### src/rtl/lcd_sequencer.sv
// lcd_sequencer
//   Drives an LCD init/refresh engine. After reset it waits POWERUP_CYCLES,
//   launches one init sequence, then issues a refresh every REFRESH_CYCLES
//   idle cycles or sooner when the host asks for one with upd_req.
//
// Parameters
//   POWERUP_CYCLES  cycles waited in PWRUP before the init sequence
//   REFRESH_CYCLES  idle cycles between autonomous refreshes
//   INIT_CNT        lcd_cnt value for the init sequence
//   REFRESH_CNT     lcd_cnt value for a refresh sequence
//   TIMEOUT_CYCLES  watchdog limit in the WAIT states (LCD_SEQ_TIMEOUT_EN only)
//
// Ports
//   clk         system clock, rising edge
//   rst         asynchronous active-high reset
//   lcd_finish  pulse from engine: sequence complete (ignored outside WAIT)
//   upd_req     pulse from host: request a refresh
//   lcd_enable  one-cycle start pulse to the engine
//   mode        1 = init sequence, 0 = refresh sequence
//   lcd_cnt     item count of the current sequence
//   init_done   sticky, set when init completes
//   busy        high in INIT_START/INIT_WAIT/REF_START/REF_WAIT
//   upd_ack     pulse in the REF_START that serves a pending upd_req
//   err         sticky watchdog error
//
// Configuration
//   LCD_SEQ_TIMEOUT_EN  when defined, a watchdog bounds the WAIT states;
//                       otherwise err is tied low and WAIT states never expire.
//
// Handshake: lcd_enable is a single-cycle start strobe; the engine answers
// with a single-cycle lcd_finish, and only a finish seen while this block is
// in a WAIT state is taken as the completion of the outstanding sequence.
//
// All outputs are flops loaded from the next-state value, so they change on
// the same edge as the state register.

module lcd_sequencer #(
    parameter int         POWERUP_CYCLES = 750000,
    parameter int         REFRESH_CYCLES = 2500000,
    parameter logic [1:0] INIT_CNT       = 2'd3,
    parameter logic [1:0] REFRESH_CNT    = 2'd3,
    parameter int         TIMEOUT_CYCLES = 1000000
) (
    input  logic       clk,
    input  logic       rst,
    input  logic       lcd_finish,
    input  logic       upd_req,
    output logic       lcd_enable,
    output logic       mode,
    output logic [1:0] lcd_cnt,
    output logic       init_done,
    output logic       busy,
    output logic       upd_ack,
    output logic       err
);

    localparam logic [2:0] PWRUP      = 3'd0;
    localparam logic [2:0] INIT_START = 3'd1;
    localparam logic [2:0] INIT_WAIT  = 3'd2;
    localparam logic [2:0] IDLE       = 3'd3;
    localparam logic [2:0] REF_START  = 3'd4;
    localparam logic [2:0] REF_WAIT   = 3'd5;

    localparam int PW = (POWERUP_CYCLES > 1) ? $clog2(POWERUP_CYCLES) : 1;
    localparam int RW = (REFRESH_CYCLES > 1) ? $clog2(REFRESH_CYCLES) : 1;

    logic [2:0]    state;
    logic [2:0]    state_next;
    logic          pend;
    logic          pend_next;
    logic [PW-1:0] pwr_cnt;
    logic [RW-1:0] ref_cnt;

`ifdef LCD_SEQ_TIMEOUT_EN
    localparam int TW = (TIMEOUT_CYCLES > 1) ? $clog2(TIMEOUT_CYCLES) : 1;
    logic [TW-1:0] wd_cnt;
    logic          wd_hit;
    assign wd_hit = ((state == INIT_WAIT) || (state == REF_WAIT)) &&
                    !lcd_finish && (wd_cnt == TW'(TIMEOUT_CYCLES - 1));
`endif

    always_comb begin
        state_next = state;
        case (state)
            PWRUP:      if (pwr_cnt == PW'(POWERUP_CYCLES - 1)) state_next = INIT_START;
            INIT_START: state_next = INIT_WAIT;
            INIT_WAIT: begin
                if (lcd_finish) state_next = IDLE;
`ifdef LCD_SEQ_TIMEOUT_EN
                else if (wd_hit) state_next = INIT_START;
`endif
            end
            IDLE:       if (pend || (ref_cnt == RW'(REFRESH_CYCLES - 1))) state_next = REF_START;
            REF_START:  state_next = REF_WAIT;
            REF_WAIT: begin
                if (lcd_finish) state_next = IDLE;
`ifdef LCD_SEQ_TIMEOUT_EN
                else if (wd_hit) state_next = IDLE;
`endif
            end
            default:    state_next = PWRUP;
        endcase
    end

    // REF_START consumes the pending request, but a request arriving in that
    // same cycle must survive for the following refresh.
    always_comb begin
        pend_next = pend | upd_req;
        if (state == REF_START) pend_next = upd_req;
    end

    always_ff @(posedge clk or posedge rst) begin
        if (rst) begin
            state      <= PWRUP;
            pend       <= 1'b0;
            pwr_cnt    <= '0;
            ref_cnt    <= '0;
            lcd_enable <= 1'b0;
            mode       <= 1'b1;
            lcd_cnt    <= 2'd0;
            init_done  <= 1'b0;
            busy       <= 1'b0;
            upd_ack    <= 1'b0;
        end else begin
            state <= state_next;
            pend  <= pend_next;

            // Counters only run while their state persists, so they are zero
            // again whenever the state is next entered.
            pwr_cnt <= ((state == PWRUP) && (state_next == PWRUP)) ? pwr_cnt + 1'b1 : '0;
            ref_cnt <= ((state == IDLE) && (state_next == IDLE)) ? ref_cnt + 1'b1 : '0;

            lcd_enable <= (state_next == INIT_START) || (state_next == REF_START);
            busy       <= (state_next != PWRUP) && (state_next != IDLE);
            upd_ack    <= (state_next == REF_START) && pend_next;

            case (state_next)
                PWRUP: begin
                    mode    <= 1'b1;
                    lcd_cnt <= 2'd0;
                end
                INIT_START, INIT_WAIT: begin
                    mode    <= 1'b1;
                    lcd_cnt <= INIT_CNT;
                end
                REF_START, REF_WAIT: begin
                    mode    <= 1'b0;
                    lcd_cnt <= REFRESH_CNT;
                end
                default: ;  // IDLE keeps the last sequence's mode/count
            endcase

            if ((state == INIT_WAIT) && lcd_finish) init_done <= 1'b1;
        end
    end

`ifdef LCD_SEQ_TIMEOUT_EN
    always_ff @(posedge clk or posedge rst) begin
        if (rst) begin
            wd_cnt <= '0;
            err    <= 1'b0;
        end else begin
            wd_cnt <= (((state == INIT_WAIT) || (state == REF_WAIT)) && (state_next == state))
                      ? wd_cnt + 1'b1 : '0;
            if (wd_hit) err <= 1'b1;
        end
    end
`else
    assign err = 1'b0;
`endif

endmodule

### config.mk
export PLATFORM = sky130hd
export DESIGN_NAME = lcd_sequencer
export DESIGN_NICKNAME = d
export VERILOG_FILES = /design/src/rtl/lcd_sequencer.sv
export SDC_FILE = /design/constraint.sdc
export NUM_CORES = 1
export LEC_CHECK = 0
export BUFFER_PORTS_ARGS = -buffer_cell sky130_fd_sc_hd__buf_2
export CAP_MARGIN = 30
export CORE_UTILIZATION = 35
export DETAILED_ROUTE_END_ITERATION = 8
export SLEW_MARGIN = 20
export SYNTH_ARGS = -nofsm -noshare
export SYNTH_HDL_FRONTEND = slang
export SYNTH_SLANG_ARGS = --single-unit
export TNS_END_PERCENT = 5
### constraint.sdc
create_clock -name clk -period 2.61 [get_ports clk]
set_clock_uncertainty 0.15 [all_clocks]
set_input_delay 0.261 -clock clk [delete_from_list [all_inputs] [get_ports clk]]
set_output_delay 0.261 -clock clk [all_outputs]
set_load 0.02 [all_outputs]
# Word-level counts from Yosys, hierarchy flattened

Index checks and enable logic that the tools add are counted.

Input port bits: 4
Register bits: 53
Logic and storage cells: 51
Output and inout bits: 8

Muxes and demuxes: 9
Add/subtract/negate cells: 2
Equal/unequal tests: 13
Bitwise gates (word level): 1
Reduce and logical (&&, ||, !) cells: 16

Operator list:

| kind                  | count |
|---|---|
| $add 22x1->22 const B | 1 |
| $eq 22x22->1 const B  | 1 |
| $mux 22               | 1 |
| $add 20x1->20 const B | 1 |
| $eq 20x20->1 const B  | 1 |
| $mux 20               | 1 |
| $pmux 3 s5            | 1 |
| $eq 3x2->1 const B    | 4 |
| $eq 3x3->1 const B    | 4 |
| $mux 3                | 3 |
| $eq 3x1->1 const B    | 2 |
| $logic_not 3->1       | 2 |
| $logic_and 1x1->1     | 5 |
| $pmux 2 s2            | 1 |
| $reduce_bool 2->1     | 2 |
| $reduce_or 2->1       | 2 |
| $reduce_or 4->1       | 1 |
| $ne 3x2->1 const B    | 1 |
| $reduce_bool 3->1     | 1 |
| $reduce_or 3->1       | 1 |
| $logic_or 1x1->1      | 2 |
| $pmux 1 s2            | 1 |
| $mux 1                | 1 |
| $or 1x1->1            | 1 |

# Depth between registers and ports, before layout

Gate-level depths: netlist (run 1).

Word-level depth: 7
Depth in mapped cells: 8
Depth with buffers taken out: 7

# Worst setup path before layout (run 1)

No wires, ideal clock.

Path type: reg2reg
From: register ref_cnt[11]
To: register busy
Data required time: 2.330 ns
Setup time: 0.130 ns
Cell stages (with the launch flop): 7
Data arrival time: 1.853 ns
Path buffers: 0
Clock period less this slack: 2.132 ns
Path slack: 0.478 ns
Cells stage by stage: dfrtp_1 > or4b_4 > nor3_4 > a31oi_1 > or3_4 > xor2_1 > nand3_1

Word-level cells in the longest chain between the ends: 6
Elaborated cells between the ends (all ways): 7
Those cells by class: 2 x eq/ne; 2 x mux; 3 x reduce/logical

RTL lines:

| item                                                   | RTL line | source |
|---|---|---|
| start: declaration                                     | 72       | `logic [RW-1:0] ref_cnt;` |
| start signal: assignment                               | 131      | `ref_cnt <= ((state == IDLE) && (state_next == IDLE)) ? ref_cnt + 1'b1 : '0;` |
| $eq 22x22->1 *                                         | 93       | `IDLE: if (pend \|\| (ref_cnt == RW'(REFRESH_CYCLES - 1))) state_next = REF_START;` |
| $logic_or 1x1->1 *                                     | 93       |  |
| $mux 3 *                                               | 93       |  |
| $pmux 3 s5 *                                           | 84       | `case (state)` |
| named net state_next[0]                                | 68       | `logic [2:0] state_next;` |
| $ne 3x2->1 / $reduce_bool 3->1 (equally long branches) | 134      | `busy <= (state_next != PWRUP) && (state_next != IDLE);` |
| $logic_and 1x1->1 *                                    | 134      |  |
| end signal: assignment                                 | 134      |  |
| end: declaration                                       | 52       | `output logic busy,` |

The timed path passes the listed nets; every way through them passes the cells marked *.
A chain may end at the register's enable or synchronous reset.

# Final worst setup path (run 1)

From: register ref_cnt[5]
To: register busy

Same word-level chain as after synthesis.

==> run_summary.xml, run 1 <==
<?xml version="1.0" encoding="UTF-8"?>
<metrics>
  <group name="outcome">
    <metric name="run_status" unit="">completed</metric>
  </group>
  <group name="worst_hold_path">
    <metric name="hp-class" unit="">input port to flop</metric>
    <metric name="hold_path.startpoint" unit="">upd_req</metric>
  </group>
  <group name="sta">
    <metric name="setup_repair_after_global_routing_missed_its_margin" unit="">no</metric>
    <metric name="timing.final.max_slew_violations" unit="">0</metric>
    <metric name="tns" unit="ps">0</metric>
    <metric name="maxSlewHeadroom" unit="%">63.19</metric>
    <metric name="min_period" unit="ps">2234</metric>
    <metric name="total_count_of_hold_check_failures_in_the_final_report" unit="">0</metric>
    <metric name="tightest_slew" unit="ps">551.4</metric>
    <metric name="clock.fmax" unit="MHz">447.5</metric>
    <metric name="fin_crit_sh" unit="%">85.61</metric>
    <metric name="final-setup-viol-count" unit="">0</metric>
  </group>
  <group name="worst_setup_path">
    <metric name="timing.rr.end" unit="">busy</metric>
    <metric name="r2r-start" unit="">ref_cnt[5]</metric>
    <metric name="critical_path_cell_count" unit="">6</metric>
    <metric name="critPathCapture" unit="">busy</metric>
    <metric name="timing.critical_path.max_delay_family" unit="">simple AND/OR/NAND/NOR gates</metric>
    <metric name="register_to_register_setup_slack" unit="ps">380</metric>
    <metric name="timing.critical_path.slowest_cell_delay" unit="ps">600</metric>
    <metric name="worstPathBufferInverterCount" unit="">0</metric>
    <metric name="cp_data_arrival_time" unit="ps">2270</metric>
    <metric name="crit_path_start" unit="">ref_cnt[5]</metric>
    <metric name="crit_path_cell_trace" unit="">or4b_1 -&gt; nor3_2 -&gt; a31oi_1 -&gt; or3_4 -&gt; xor2_1 -&gt; nand3_1</metric>
    <metric name="timing.reg2reg.worst_path_depth" unit="">6</metric>
    <metric name="path_max_fanout" unit="">5</metric>
    <metric name="crit_slowest_cell" unit="">sky130_fd_sc_hd__or4b_1</metric>
    <metric name="startpoint_type" unit="">flop</metric>
    <metric name="timing_worst_setup_path_type" unit="">flop to flop</metric>
    <metric name="worst_ep_required_time" unit="ps">2650</metric>
    <metric name="setup.worst_path.end_class" unit="">flop</metric>
  </group>
  <group name="power_and_ir_drop">
    <metric name="power_per_cell_area" unit="nW/µm²">711.4</metric>
    <metric name="pwr-share-clk" unit="%">31.5</metric>
    <metric name="power_switching_share" unit="%">29.31</metric>
    <metric name="power.static_leakage" unit="nW">1.166</metric>
    <metric name="power.sequential.fraction" unit="%">45.7</metric>
    <metric name="vdd_drop_max" unit="mV">0.2408</metric>
    <metric name="p_switching" unit="µW">597.4</metric>
    <metric name="power.combinational.fraction" unit="%">22.8</metric>
    <metric name="intPower" unit="mW">1.441</metric>
    <metric name="finalPower" unit="mW">2.038</metric>
  </group>
  <group name="synthesis">
    <metric name="synth_cell_types" unit="">42</metric>
    <metric name="largest_family_of_logic_cells_by_synthesized_area" unit="">simple AND/OR/NAND/NOR gates</metric>
    <metric name="synth.mux.area_fraction" unit="%">0</metric>
    <metric name="syn_avg_cell_area" unit="µm²">9.538</metric>
    <metric name="post_synth_fa_ha_maj_area_fraction" unit="%">0.9790</metric>
    <metric name="synth_compound_gate_area_share" unit="%">4.993</metric>
    <metric name="yosysWarningCount" unit="">0</metric>
    <metric name="synth_simple_gate_area_share" unit="%">27.12</metric>
    <metric name="synth_edf_count" unit="">0</metric>
    <metric name="synth-async-reset-ratio" unit="%">100.0</metric>
    <metric name="synth_xor_area_share" unit="%">11.99</metric>
    <metric name="post_synth_inst_count" unit="">268</metric>
    <metric name="syn-num-nets" unit="">274</metric>
    <metric name="ys_ff_latch" unit="">52</metric>
    <metric name="netlist_area" unit="µm²">2556</metric>
    <metric name="ys_dominant_reg_cell" unit="">sky130_fd_sc_hd__dfrtp_1</metric>
    <metric name="synth_seq_area_share" unit="%">50.95</metric>
  </group>
  <group name="drt">
    <metric name="antenna_left" unit="">0</metric>
    <metric name="drt_first_pass_iters" unit="">6</metric>
    <metric name="wl_per_cell" unit="µm">12.02</metric>
    <metric name="num_vias" unit="">1845</metric>
    <metric name="detail_route.vias_per_cell" unit="">4.843</metric>
    <metric name="drt_iter0_markers" unit="">50</metric>
    <metric name="total_wirelength_of_the_detailed_routed_design" unit="µm">4580</metric>
    <metric name="remaining_drc_errors" unit="">0</metric>
  </group>
  <group name="final_layout">
    <metric name="syn2layout_area_growth" unit="%">12.09</metric>
    <metric name="filler_cell_count" unit="">681</metric>
    <metric name="layout_cell_area_excl_fill" unit="µm²">2865</metric>
    <metric name="insertedDiodeCount" unit="">0</metric>
    <metric name="layout.nets" unit="">290</metric>
    <metric name="stdcell_count" unit="">381</metric>
    <metric name="post_route_cells_drive_above_1_share" unit="%">11.93</metric>
  </group>
  <group name="clocking">
    <metric name="cts_repair_resize_count" unit="">0</metric>
    <metric name="clkLatencyLatePin" unit="ps">300</metric>
    <metric name="cts-buffers-inserted" unit="">5</metric>
    <metric name="clock-sinks" unit="">52</metric>
    <metric name="max-clock-path-buffers" unit="">2</metric>
    <metric name="cts.reportedPaths.clkPinSlew" unit="ps">90</metric>
    <metric name="clockRootBuffer" unit="">sky130_fd_sc_hd__clkbuf_8</metric>
    <metric name="tritoncts" unit="">yes</metric>
    <metric name="h_tree_depth" unit="">2</metric>
  </group>
  <group name="placement">
    <metric name="gp_congestion" unit="">0.7746</metric>
    <metric name="portBuffers" unit="">10</metric>
    <metric name="hpwlAfterDp" unit="µm">3345</metric>
    <metric name="post-place-cells" unit="">372</metric>
    <metric name="postPlaceCellArea" unit="µm²">2723</metric>
  </group>
  <group name="global_route">
    <metric name="grt_max_degree" unit="">27</metric>
    <metric name="wire_length_of_the_first_global_routing_pass" unit="µm">8121</metric>
    <metric name="track_usage" unit="%">13.45</metric>
    <metric name="grt_antenna_before_repair" unit="">0</metric>
    <metric name="total_overflow_reported_by_the_global_router" unit="">0</metric>
    <metric name="grt_pass1_vias" unit="">1779</metric>
  </group>
  <group name="floorplan">
    <metric name="row_count" unit="">30</metric>
    <metric name="die_y" unit="µm">87.46</metric>
    <metric name="floorplan.core_area" unit="µm²">6907</metric>
    <metric name="start_util" unit="%">37.01</metric>
    <metric name="die_boundary_width" unit="µm">87.46</metric>
    <metric name="die-area" unit="µm²">7649</metric>
    <metric name="ios" unit="">12</metric>
  </group>
  <group name="job">
    <metric name="timing.max_cap.violations" unit="">0</metric>
  </group>
</metrics>
-- cells in the final DEF, fill, tap and decap left out, types with 2 or more instances in the layout --
cell,n
sky130_fd_sc_hd__dfrtp_1,51
sky130_fd_sc_hd__nor2_1,49
sky130_fd_sc_hd__nand2_1,23
sky130_fd_sc_hd__nand3_1,19
sky130_fd_sc_hd__xnor2_1,18
sky130_fd_sc_hd__xor2_1,17
sky130_fd_sc_hd__inv_1,10
sky130_fd_sc_hd__buf_2,10
sky130_fd_sc_hd__nand4_1,8
sky130_fd_sc_hd__nor3_1,8
sky130_fd_sc_hd__buf_4,7
sky130_fd_sc_hd__a21oi_1,6
sky130_fd_sc_hd__o21ai_0,6
sky130_fd_sc_hd__and3_1,5
sky130_fd_sc_hd__or3_1,5
sky130_fd_sc_hd__clkbuf_8,5
sky130_fd_sc_hd__nor2b_1,3
sky130_fd_sc_hd__or4_1,2
sky130_fd_sc_hd__and2b_2,2
sky130_fd_sc_hd__o211ai_1,2
sky130_fd_sc_hd__a31oi_1,2
sky130_fd_sc_hd__or3_4,2
sky130_fd_sc_hd__nor4_1,2
sky130_fd_sc_hd__ha_1,2
sky130_fd_sc_hd__bufinv_16,2
-- cells by family (layout without fill, tap and decap cells) --
| logic type | count (synthesis) | after routing |
|---|---|---|
| XOR/XNOR | 35 | 35 |
| other | 1 | 1 |
| adder cells (fa/ha/maj) | 2 | 2 |
| AND/OR/NAND/NOR | 137 | 137 |
| flip-flops | 52 | 52 |
| AO/OA/AOI/OAI | 21 | 21 |
| buffers and inverters | 20 | 37 |
-- per-layer routing --
layer / track usage, % / vias to the layer above / routed length (µm)
li1: - / 924 / -
met1: 18.15 / 893 / 2336
met2: 21.88 / 23 / 2063
met3: 2.559 / 5 / 116
met4: 4.024 / 0 / 64
met5: 0 / - / 0
-- metrics by stage --
stage | hold slack (ps) | utilization [%] | setup slack (ps)
after floorplan | 215.5 | - | 477.7
after global placement | 208.3 | 39.42 | 400.4
after detailed placement | 196.6 | 39.42 | 375.7
after CTS | 2.286 | 41.49 | 358.2
after global routing | 10.19 | 41.49 | 224.3
final | 10.02 | 41.49 | 375.6
-- synthesized netlist by cell type, drive strengths merged, types with 3 or more instances --
cell | instances | area (µm²)
a21oi | 6 | 30.03
and3 | 5 | 31.28
buf | 5 | 30.02
clkbuf | 4 | 26.27
dfrtp | 51 | 1276
inv | 11 | 41.29
nand2 | 23 | 86.33
nand3 | 19 | 95.09
nand4 | 8 | 50.05
nor2 | 49 | 183.9
nor2b | 3 | 18.77
nor3 | 10 | 66.32
o21ai | 7 | 38.79
or3 | 7 | 53.80
xnor2 | 18 | 157.7
xor2 | 17 | 148.9
-- worst min-delay path by stage --
stage	slack, ps	endpoint	cells past startpoint
finish	10	pend	2
global route	10	pend	2
CTS	2	pend	2
detailed placement	200	pwr_cnt[13]	2
global placement	210	pwr_cnt[14]	2
floorplan	220	pend	1
-- repair_timing --
item                                    4_1_cts  5_1_grt
setup buffers                                 0        0
hold buffers                                  1        0
endpoints found under the setup margin        0        0
hold endpoints to repair                     24        0
-- layout make-up --
cell class              count  area [µm²]  share of cell area (%)
well taps                  96       120.1                   4.192
clock inverters             2       60.06                   2.096
clock buffers               6       72.57                   2.533
flip-flops and latches     52        1303                   45.46
repair buffers             18       112.6                   3.930
inverters                  11       41.29                   1.441
multi-input cells         196        1156                   40.35
-- flip-flops by register name (all words and copies together), names as in the netlist --
name and cells:
busy 1, init_done 1, lcd_cnt 1, lcd_enable 1, mode 1, pend 1
pwr_cnt 20, ref_cnt 22, state 3, upd_ack 1
-- power groups by stage --
stage | registers, mW | clock network, mW | logic, mW
after floorplan | 0.971 | 0 | 0.325
after global placement | 0.947 | 0 | 0.468
after detailed placement | 0.948 | 0 | 0.468
after CTS | 0.931 | 0.659 | 0.471
after global routing | 0.941 | 0.689 | 0.524
final | 0.931 | 0.643 | 0.465
-- worst reg2reg max path, cell delays in order (launching register included) --
cell and delay (ps):
sky130_fd_sc_hd__dfrtp_1 430, sky130_fd_sc_hd__or4b_1 600, sky130_fd_sc_hd__nor3_2 190, sky130_fd_sc_hd__a31oi_1 110
sky130_fd_sc_hd__or3_4 410, sky130_fd_sc_hd__xor2_1 160, sky130_fd_sc_hd__nand3_1 80
(Power assumes the default switching activity.)
==> run 2, diff against run 1 <==
--- a/config.mk
+++ b/config.mk
@@ -9,6 +9,7 @@
 export CAP_MARGIN = 30
 export CORE_UTILIZATION = 35
 export DETAILED_ROUTE_END_ITERATION = 8
+export REMOVE_ABC_BUFFERS = 1
 export SLEW_MARGIN = 20
 export SYNTH_ARGS = -nofsm -noshare
 export SYNTH_HDL_FRONTEND = slang
==> run 2 against run 1 <==
Cell count fell by 0.26%. First-iteration DRC count rose by 82%. Worst setup slack got worse by 14 ps. Critical path type unchanged. Sequential power rose by 2%. Non-clock buffer count fell by 1. Critical path depth did not move. Register-to-register slack barely moved. Count of clock-buffer cells in the layout rose by 1. Wire length barely moved. Highest routed layer unchanged.
==> run_summary.xml, run 2 (synthesis results as in run 1) <==
<?xml version="1.0" encoding="UTF-8"?>
<metrics>
  <group name="outcome">
    <metric name="run_status" unit="">completed</metric>
  </group>
  <group name="placement">
    <metric name="hpwlAfterDp" unit="µm">3303</metric>
    <metric name="postPlaceCellArea" unit="µm²">2715</metric>
    <metric name="post-place-cells" unit="">371</metric>
    <metric name="pre_cts_ws" unit="ps">374.7</metric>
    <metric name="portBuffers" unit="">10</metric>
    <metric name="gp_congestion" unit="">0.7717</metric>
  </group>
  <group name="clocking">
    <metric name="h_tree_depth" unit="">2</metric>
    <metric name="clkLatencyLatePin" unit="ps">310</metric>
    <metric name="clock-sinks" unit="">52</metric>
    <metric name="max-clock-path-buffers" unit="">2</metric>
    <metric name="clockRootBuffer" unit="">sky130_fd_sc_hd__clkbuf_8</metric>
    <metric name="cts.repair_timing.setup_buffer_count" unit="">0</metric>
    <metric name="tritoncts" unit="">yes</metric>
    <metric name="cts-buffers-inserted" unit="">5</metric>
    <metric name="cts.reportedPaths.clkPinSlew" unit="ps">90</metric>
  </group>
  <group name="final_layout">
    <metric name="stdcell_count" unit="">380</metric>
    <metric name="layout_commonest_cell" unit="">sky130_fd_sc_hd__dfrtp_1</metric>
    <metric name="largest_register_ff_count" unit="">22</metric>
    <metric name="layout_common_cells" unit="">sky130_fd_sc_hd__dfrtp_1 (51), sky130_fd_sc_hd__nor2_1 (49), sky130_fd_sc_hd__nand2_1 (23), sky130_fd_sc_hd__nand3_1 (19), sky130_fd_sc_hd__xnor2_1 (18)</metric>
    <metric name="largest_register" unit="">ref_cnt</metric>
    <metric name="filler_cell_count" unit="">708</metric>
    <metric name="layout_cell_area_excl_fill" unit="µm²">2806</metric>
    <metric name="biggest_registers_after_layout" unit="">ref_cnt x22, pwr_cnt x20, state x3</metric>
    <metric name="post_route_cells_drive_above_1_share" unit="%">11.27</metric>
    <metric name="layout.nets" unit="">289</metric>
    <metric name="syn2layout_area_growth" unit="%">9.789</metric>
    <metric name="insertedDiodeCount" unit="">0</metric>
  </group>
  <group name="global_route">
    <metric name="grt_antenna_before_repair" unit="">0</metric>
    <metric name="wire_length_of_the_first_global_routing_pass" unit="µm">7872</metric>
    <metric name="total_overflow_reported_by_the_global_router" unit="">0</metric>
    <metric name="grt_max_degree" unit="">33</metric>
    <metric name="track_usage" unit="%">13.37</metric>
    <metric name="grt_pass1_vias" unit="">1707</metric>
  </group>
  <group name="sta">
    <metric name="setup_repair_after_global_routing_missed_its_margin" unit="">no</metric>
    <metric name="tightest_slew" unit="ps">657.8</metric>
    <metric name="min_period" unit="ps">2248</metric>
    <metric name="maxSlewHeadroom" unit="%">56.09</metric>
    <metric name="clock.fmax" unit="MHz">444.8</metric>
    <metric name="final-setup-viol-count" unit="">0</metric>
    <metric name="fin_crit_sh" unit="%">86.15</metric>
    <metric name="fin_ws" unit="ps">361.6</metric>
    <metric name="total_count_of_hold_check_failures_in_the_final_report" unit="">0</metric>
    <metric name="tns" unit="ps">0</metric>
    <metric name="timing.final.max_slew_violations" unit="">0</metric>
  </group>
  <group name="worst_setup_path">
    <metric name="worst_ep_required_time" unit="ps">2650</metric>
    <metric name="path_max_fanout" unit="">5</metric>
    <metric name="timing_worst_setup_path_type" unit="">flop to flop</metric>
    <metric name="setup.worst_path.end_class" unit="">flop</metric>
    <metric name="timing.reg2reg.worst_path_depth" unit="">6</metric>
    <metric name="startpoint_type" unit="">flop</metric>
    <metric name="critPathCapture" unit="">busy</metric>
    <metric name="crit_path_start" unit="">ref_cnt[5]</metric>
    <metric name="r2r-start" unit="">ref_cnt[5]</metric>
    <metric name="cp_data_arrival_time" unit="ps">2290</metric>
    <metric name="timing.rr.end" unit="">busy</metric>
    <metric name="register_to_register_setup_slack" unit="ps">360</metric>
  </group>
  <group name="drt">
    <metric name="wl_per_cell" unit="µm">12.04</metric>
    <metric name="drt_iter0_markers" unit="">91</metric>
    <metric name="drt_first_pass_iters" unit="">4</metric>
    <metric name="remaining_drc_errors" unit="">0</metric>
    <metric name="detail_route.vias_per_cell" unit="">4.918</metric>
    <metric name="total_wirelength_of_the_detailed_routed_design" unit="µm">4576</metric>
    <metric name="num_vias" unit="">1869</metric>
    <metric name="antenna_left" unit="">0</metric>
  </group>
  <group name="worst_hold_path">
    <metric name="hp-class" unit="">input port to flop</metric>
  </group>
  <group name="power_and_ir_drop">
    <metric name="vdd_drop_max" unit="mV">0.2480</metric>
    <metric name="finalPower" unit="mW">1.830</metric>
    <metric name="power_per_cell_area" unit="nW/µm²">652.2</metric>
    <metric name="power.static_leakage" unit="nW">1.137</metric>
  </group>
  <group name="floorplan">
    <metric name="floorplan.core_area" unit="µm²">6907</metric>
    <metric name="start_util" unit="%">37.01</metric>
    <metric name="die_y" unit="µm">87.46</metric>
    <metric name="die_boundary_width" unit="µm">87.46</metric>
    <metric name="row_count" unit="">30</metric>
    <metric name="die-area" unit="µm²">7649</metric>
    <metric name="ios" unit="">12</metric>
  </group>
  <group name="job">
    <metric name="timing.max_cap.violations" unit="">0</metric>
  </group>
</metrics>
==> run 2: cell types whose count changed in the layout (fill, tap and decap cells not counted) <==
cell                        delta
sky130_fd_sc_hd__buf_4         -1
sky130_fd_sc_hd__bufinv_16     -2
sky130_fd_sc_hd__clkbuf_1      +1
sky130_fd_sc_hd__clkinv_2      +1
==> run 2: repair_timing <==
action	in CTS	in global routing
resized for setup	0	0
endpoints found under the hold margin	29	0
hold buffers	1	0
==> run 2: cell type report <==
type | instances | area [µm²] | share of cell area [%]
Sequential cell | 52 | 1303 | 46.41
Multi-Input combinational cell | 196 | 1156 | 41.19
Tap cell | 96 | 120.1 | 4.280
Timing Repair Buffer | 17 | 105.1 | 3.745
Clock buffer | 7 | 76.32 | 2.720
Inverter | 11 | 41.29 | 1.471
Clock inverter | 1 | 5.005 | 0.1783
==> run 2: per-layer routing <==
metal | vias to the layer above | wire length, µm | global-route usage, %
li1 | 922 | - | -
met1 | 902 | 2228 | 17.38
met2 | 40 | 2132 | 21.09
met3 | 5 | 141 | 3.507
met4 | 0 | 73 | 5.514
met5 | - | 0 | 0
==> run 2: stage by stage <==
stage / util (%) / hold WS (ps)
after detailed placement: 39.31 / 245.3
after CTS: 40.63 / 3.015
after floorplan: - / 215.5
after global routing: 40.63 / 17.58
after global placement: 39.31 / 244.5
final: 40.63 / 0.2999
==> run 2: worst min path at each step <==
stage               cells past startpoint          to  slack [ps]     from
CTS                                     2        pend           3  upd_req
detailed placement                      2  pwr_cnt[9]         250      rst
finish                                  2        pend         0.3  upd_req
global placement                        2  pwr_cnt[9]         240      rst
global route                            2        pend          20  upd_req
floorplan                               1        pend         220  upd_req
==> run 2: critical path: stages (launching register included) <==
cell	delay [ps]
sky130_fd_sc_hd__dfrtp_1	430
sky130_fd_sc_hd__or4b_1	590
sky130_fd_sc_hd__nor3_2	200
sky130_fd_sc_hd__a31oi_1	110
sky130_fd_sc_hd__or3_4	420
sky130_fd_sc_hd__xor2_1	150
sky130_fd_sc_hd__nand3_1	80
==> run 2: power breakdown <==
group / internal, mW / switching [mW] / total [mW]
combinational: 0.175 / 0.267 / 0.442
clock: 0.189 / 0.255 / 0.444
sequential: 0.876 / 0.0689 / 0.945
total: 1.24 / 0.591 / 1.83
==> run 3, diff against run 2 <==
==> constraint.sdc (replaced) <==
create_clock -name clk -period 2.6 [get_ports clk]
set_clock_uncertainty 0.15 [all_clocks]
set_input_delay 0.26 -clock clk [delete_from_list [all_inputs] [get_ports clk]]
set_output_delay 0.26 -clock clk [all_outputs]
set_load 0.02 [all_outputs]
==> run 3 against run 2 <==
Flip-flop and latch count did not move. Wire length rose by 0.11%. Worst setup slack got worse by 15 ps. Clock power rose by 7.2%. Critical path type unchanged. Combinational power barely moved. Global-route usage rose by 0.38 points. Largest cell class unchanged. Die area did not move. Count of clock-buffer cells in the layout fell by 1. Non-clock buffer count did not move. Critical endpoint unchanged. Cell count did not move.
==> run_summary.xml, run 3 (synthesis results as in run 1) <==
<?xml version="1.0" encoding="UTF-8"?>
<metrics>
  <group name="drt">
    <metric name="drt_first_pass_iters" unit="">4</metric>
    <metric name="remaining_drc_errors" unit="">0</metric>
    <metric name="detail_route.vias_per_cell" unit="">4.797</metric>
    <metric name="antenna_left" unit="">0</metric>
    <metric name="drt_iter0_markers" unit="">116</metric>
    <metric name="total_wirelength_of_the_detailed_routed_design" unit="µm">4581</metric>
    <metric name="wl_per_cell" unit="µm">12.06</metric>
    <metric name="num_vias" unit="">1823</metric>
  </group>
  <group name="worst_setup_path">
    <metric name="r2r-start" unit="">ref_cnt[11]</metric>
    <metric name="crit_path_start" unit="">ref_cnt[11]</metric>
    <metric name="cp_data_arrival_time" unit="ps">2290</metric>
    <metric name="timing.rr.end" unit="">busy</metric>
    <metric name="worst_ep_required_time" unit="ps">2640</metric>
    <metric name="path_max_fanout" unit="">5</metric>
    <metric name="register_to_register_setup_slack" unit="ps">350</metric>
    <metric name="critPathCapture" unit="">busy</metric>
    <metric name="setup.worst_path.end_class" unit="">flop</metric>
    <metric name="timing.reg2reg.worst_path_depth" unit="">6</metric>
    <metric name="timing_worst_setup_path_type" unit="">flop to flop</metric>
    <metric name="startpoint_type" unit="">flop</metric>
  </group>
  <group name="sta">
    <metric name="tns" unit="ps">0</metric>
    <metric name="fin_crit_sh" unit="%">86.67</metric>
    <metric name="setup_repair_after_global_routing_missed_its_margin" unit="">no</metric>
    <metric name="timing.final.max_slew_violations" unit="">0</metric>
    <metric name="hold_slack" unit="ps">167.1</metric>
    <metric name="min_period" unit="ps">2253</metric>
    <metric name="tightest_slew" unit="ps">644.8</metric>
    <metric name="clock.fmax" unit="MHz">443.8</metric>
    <metric name="total_count_of_hold_check_failures_in_the_final_report" unit="">0</metric>
    <metric name="final-setup-viol-count" unit="">0</metric>
    <metric name="maxSlewHeadroom" unit="%">57.02</metric>
  </group>
  <group name="final_layout">
    <metric name="largest_register" unit="">ref_cnt</metric>
    <metric name="layout_commonest_cell" unit="">sky130_fd_sc_hd__dfrtp_1</metric>
    <metric name="insertedDiodeCount" unit="">0</metric>
    <metric name="layout_common_cells" unit="">sky130_fd_sc_hd__dfrtp_1 (51), sky130_fd_sc_hd__nor2_1 (49), sky130_fd_sc_hd__nand2_1 (23), sky130_fd_sc_hd__nand3_1 (19), sky130_fd_sc_hd__xnor2_1 (18)</metric>
    <metric name="post_route_cells_drive_above_1_share" unit="%">11.62</metric>
    <metric name="biggest_registers_after_layout" unit="">ref_cnt x22, pwr_cnt x20, state x3</metric>
    <metric name="syn2layout_area_growth" unit="%">10.33</metric>
    <metric name="layout.nets" unit="">289</metric>
    <metric name="largest_register_ff_count" unit="">22</metric>
  </group>
  <group name="floorplan">
    <metric name="die_y" unit="µm">87.46</metric>
    <metric name="ios" unit="">12</metric>
    <metric name="die_boundary_width" unit="µm">87.46</metric>
    <metric name="floorplan.core_area" unit="µm²">6907</metric>
    <metric name="row_count" unit="">30</metric>
    <metric name="die-area" unit="µm²">7649</metric>
    <metric name="start_util" unit="%">37.01</metric>
  </group>
  <group name="placement">
    <metric name="hpwlAfterDp" unit="µm">3203</metric>
    <metric name="gp_congestion" unit="">0.7714</metric>
    <metric name="portBuffers" unit="">10</metric>
  </group>
  <group name="job">
    <metric name="timing.max_cap.violations" unit="">0</metric>
  </group>
  <group name="power_and_ir_drop">
    <metric name="vdd_drop_max" unit="mV">0.2343</metric>
    <metric name="power.static_leakage" unit="nW">1.146</metric>
    <metric name="power_per_cell_area" unit="nW/µm²">662.6</metric>
    <metric name="power.sequential.fraction" unit="%">50.8</metric>
    <metric name="power.combinational.fraction" unit="%">23.7</metric>
    <metric name="p_switching" unit="µW">601.6</metric>
    <metric name="power_switching_share" unit="%">32.20</metric>
    <metric name="intPower" unit="mW">1.267</metric>
    <metric name="pwr-share-clk" unit="%">25.4</metric>
  </group>
  <group name="clocking">
    <metric name="cts.reportedPaths.clkPinSlew" unit="ps">90</metric>
    <metric name="cts-buffers-inserted" unit="">5</metric>
    <metric name="h_tree_depth" unit="">2</metric>
    <metric name="cts_repair_resize_count" unit="">0</metric>
    <metric name="tritoncts" unit="">yes</metric>
    <metric name="clockRootBuffer" unit="">sky130_fd_sc_hd__clkbuf_8</metric>
    <metric name="clock-sinks" unit="">52</metric>
    <metric name="cts.repair_timing.setup_buffer_count" unit="">0</metric>
    <metric name="clkLatencyLatePin" unit="ps">310</metric>
    <metric name="max-clock-path-buffers" unit="">2</metric>
  </group>
  <group name="global_route">
    <metric name="use_met2" unit="%">21.31</metric>
    <metric name="grt_pass1_vias" unit="">1758</metric>
    <metric name="wire_length_of_the_first_global_routing_pass" unit="µm">8169</metric>
    <metric name="total_overflow_reported_by_the_global_router" unit="">0</metric>
    <metric name="grt_use_met1" unit="%">18.61</metric>
    <metric name="grt_antenna_before_repair" unit="">0</metric>
    <metric name="grt-busiest-layer" unit="">met2</metric>
    <metric name="track_usage" unit="%">13.75</metric>
    <metric name="grt.met3_usage" unit="%">3.128</metric>
    <metric name="grt_max_degree" unit="">53</metric>
  </group>
  <group name="outcome">
    <metric name="run_status" unit="">completed</metric>
  </group>
  <group name="worst_hold_path">
    <metric name="hp-class" unit="">input port to flop</metric>
  </group>
</metrics>
-- run 3: cell count changes in the layout (fill, tap and decap cells not counted), sizes merged --
cell / before / now
buf: 16 / 15
clkbuf: 7 / 6
clkinv: 1 / 2
dlygate4sd3: 1 / 2
-- run 3: cell type report --
| class | count | area [µm²] |
|---|---|---|
| clock buffer | 6 | 82.58 |
| clock inverter | 2 | 10.01 |
| fill | 679 | 4086 |
| inverter | 11 | 41.29 |
| multi-input combinational | 196 | 1156 |
| sequential | 52 | 1303 |
| tap | 96 | 120.1 |
| timing repair buffer | 17 | 107.6 |
-- run 3: critical path: stages (launching register included) --
cell and delay, ps:
sky130_fd_sc_hd__dfrtp_1 440, sky130_fd_sc_hd__or4b_4 570, sky130_fd_sc_hd__nor3_4 200, sky130_fd_sc_hd__a31oi_1 110
sky130_fd_sc_hd__or3_4 420, sky130_fd_sc_hd__xor2_1 160, sky130_fd_sc_hd__nand3_1 90
-- run 3: timing repair --
| item | 4_1_cts | 5_1_grt |
|---|---|---|
| hold buffers | 2 | 0 |
| hold endpoints to repair | 14 | 0 |
| setup endpoints to repair | 0 | 0 |
-- run 3: worst min path at each step --
stage                from   end  cells past startpoint
4_1_cts        lcd_finish  busy                      4
3_3_place_gp      upd_req  pend                      2
3_5_place_dp      upd_req  pend                      2
6_report       lcd_finish  busy                      4
2_1_floorplan     upd_req  pend                      1
5_1_grt        lcd_finish  busy                      4
-- run 3: through the flow --
stage          util (%)  area (µm²)  instances  total power [mW]  worst slack, ps
3_3_place_gp      39.20        2708        370             1.411            376.9
2_1_floorplan         -        2500        259             1.261            458.3
4_1_cts           40.83        2820        380             1.885            341.5
6_report          40.83        2820        380             1.869            346.5
5_1_grt           40.83        2820        380             1.988            217.1
3_5_place_dp      39.20        2708        370             1.410            357.7
-- run 3: power by group through the flow --
stage | registers [mW] | logic, mW | clock network (mW)
after CTS | 0.949 | 0.448 | 0.487
after global placement | 0.966 | 0.445 | 0
after global routing | 0.961 | 0.505 | 0.522
after detailed placement | 0.965 | 0.445 | 0
after floorplan | 1.00 | 0.261 | 0
final | 0.950 | 0.443 | 0.476
-- run 3: metal layers --
layer  part of all wire (%)  vias up
met2                     45       25
met1                     51      868
li1                       -      926
met3                    2.7        4
met4                    1.7        0
met5                      0        -
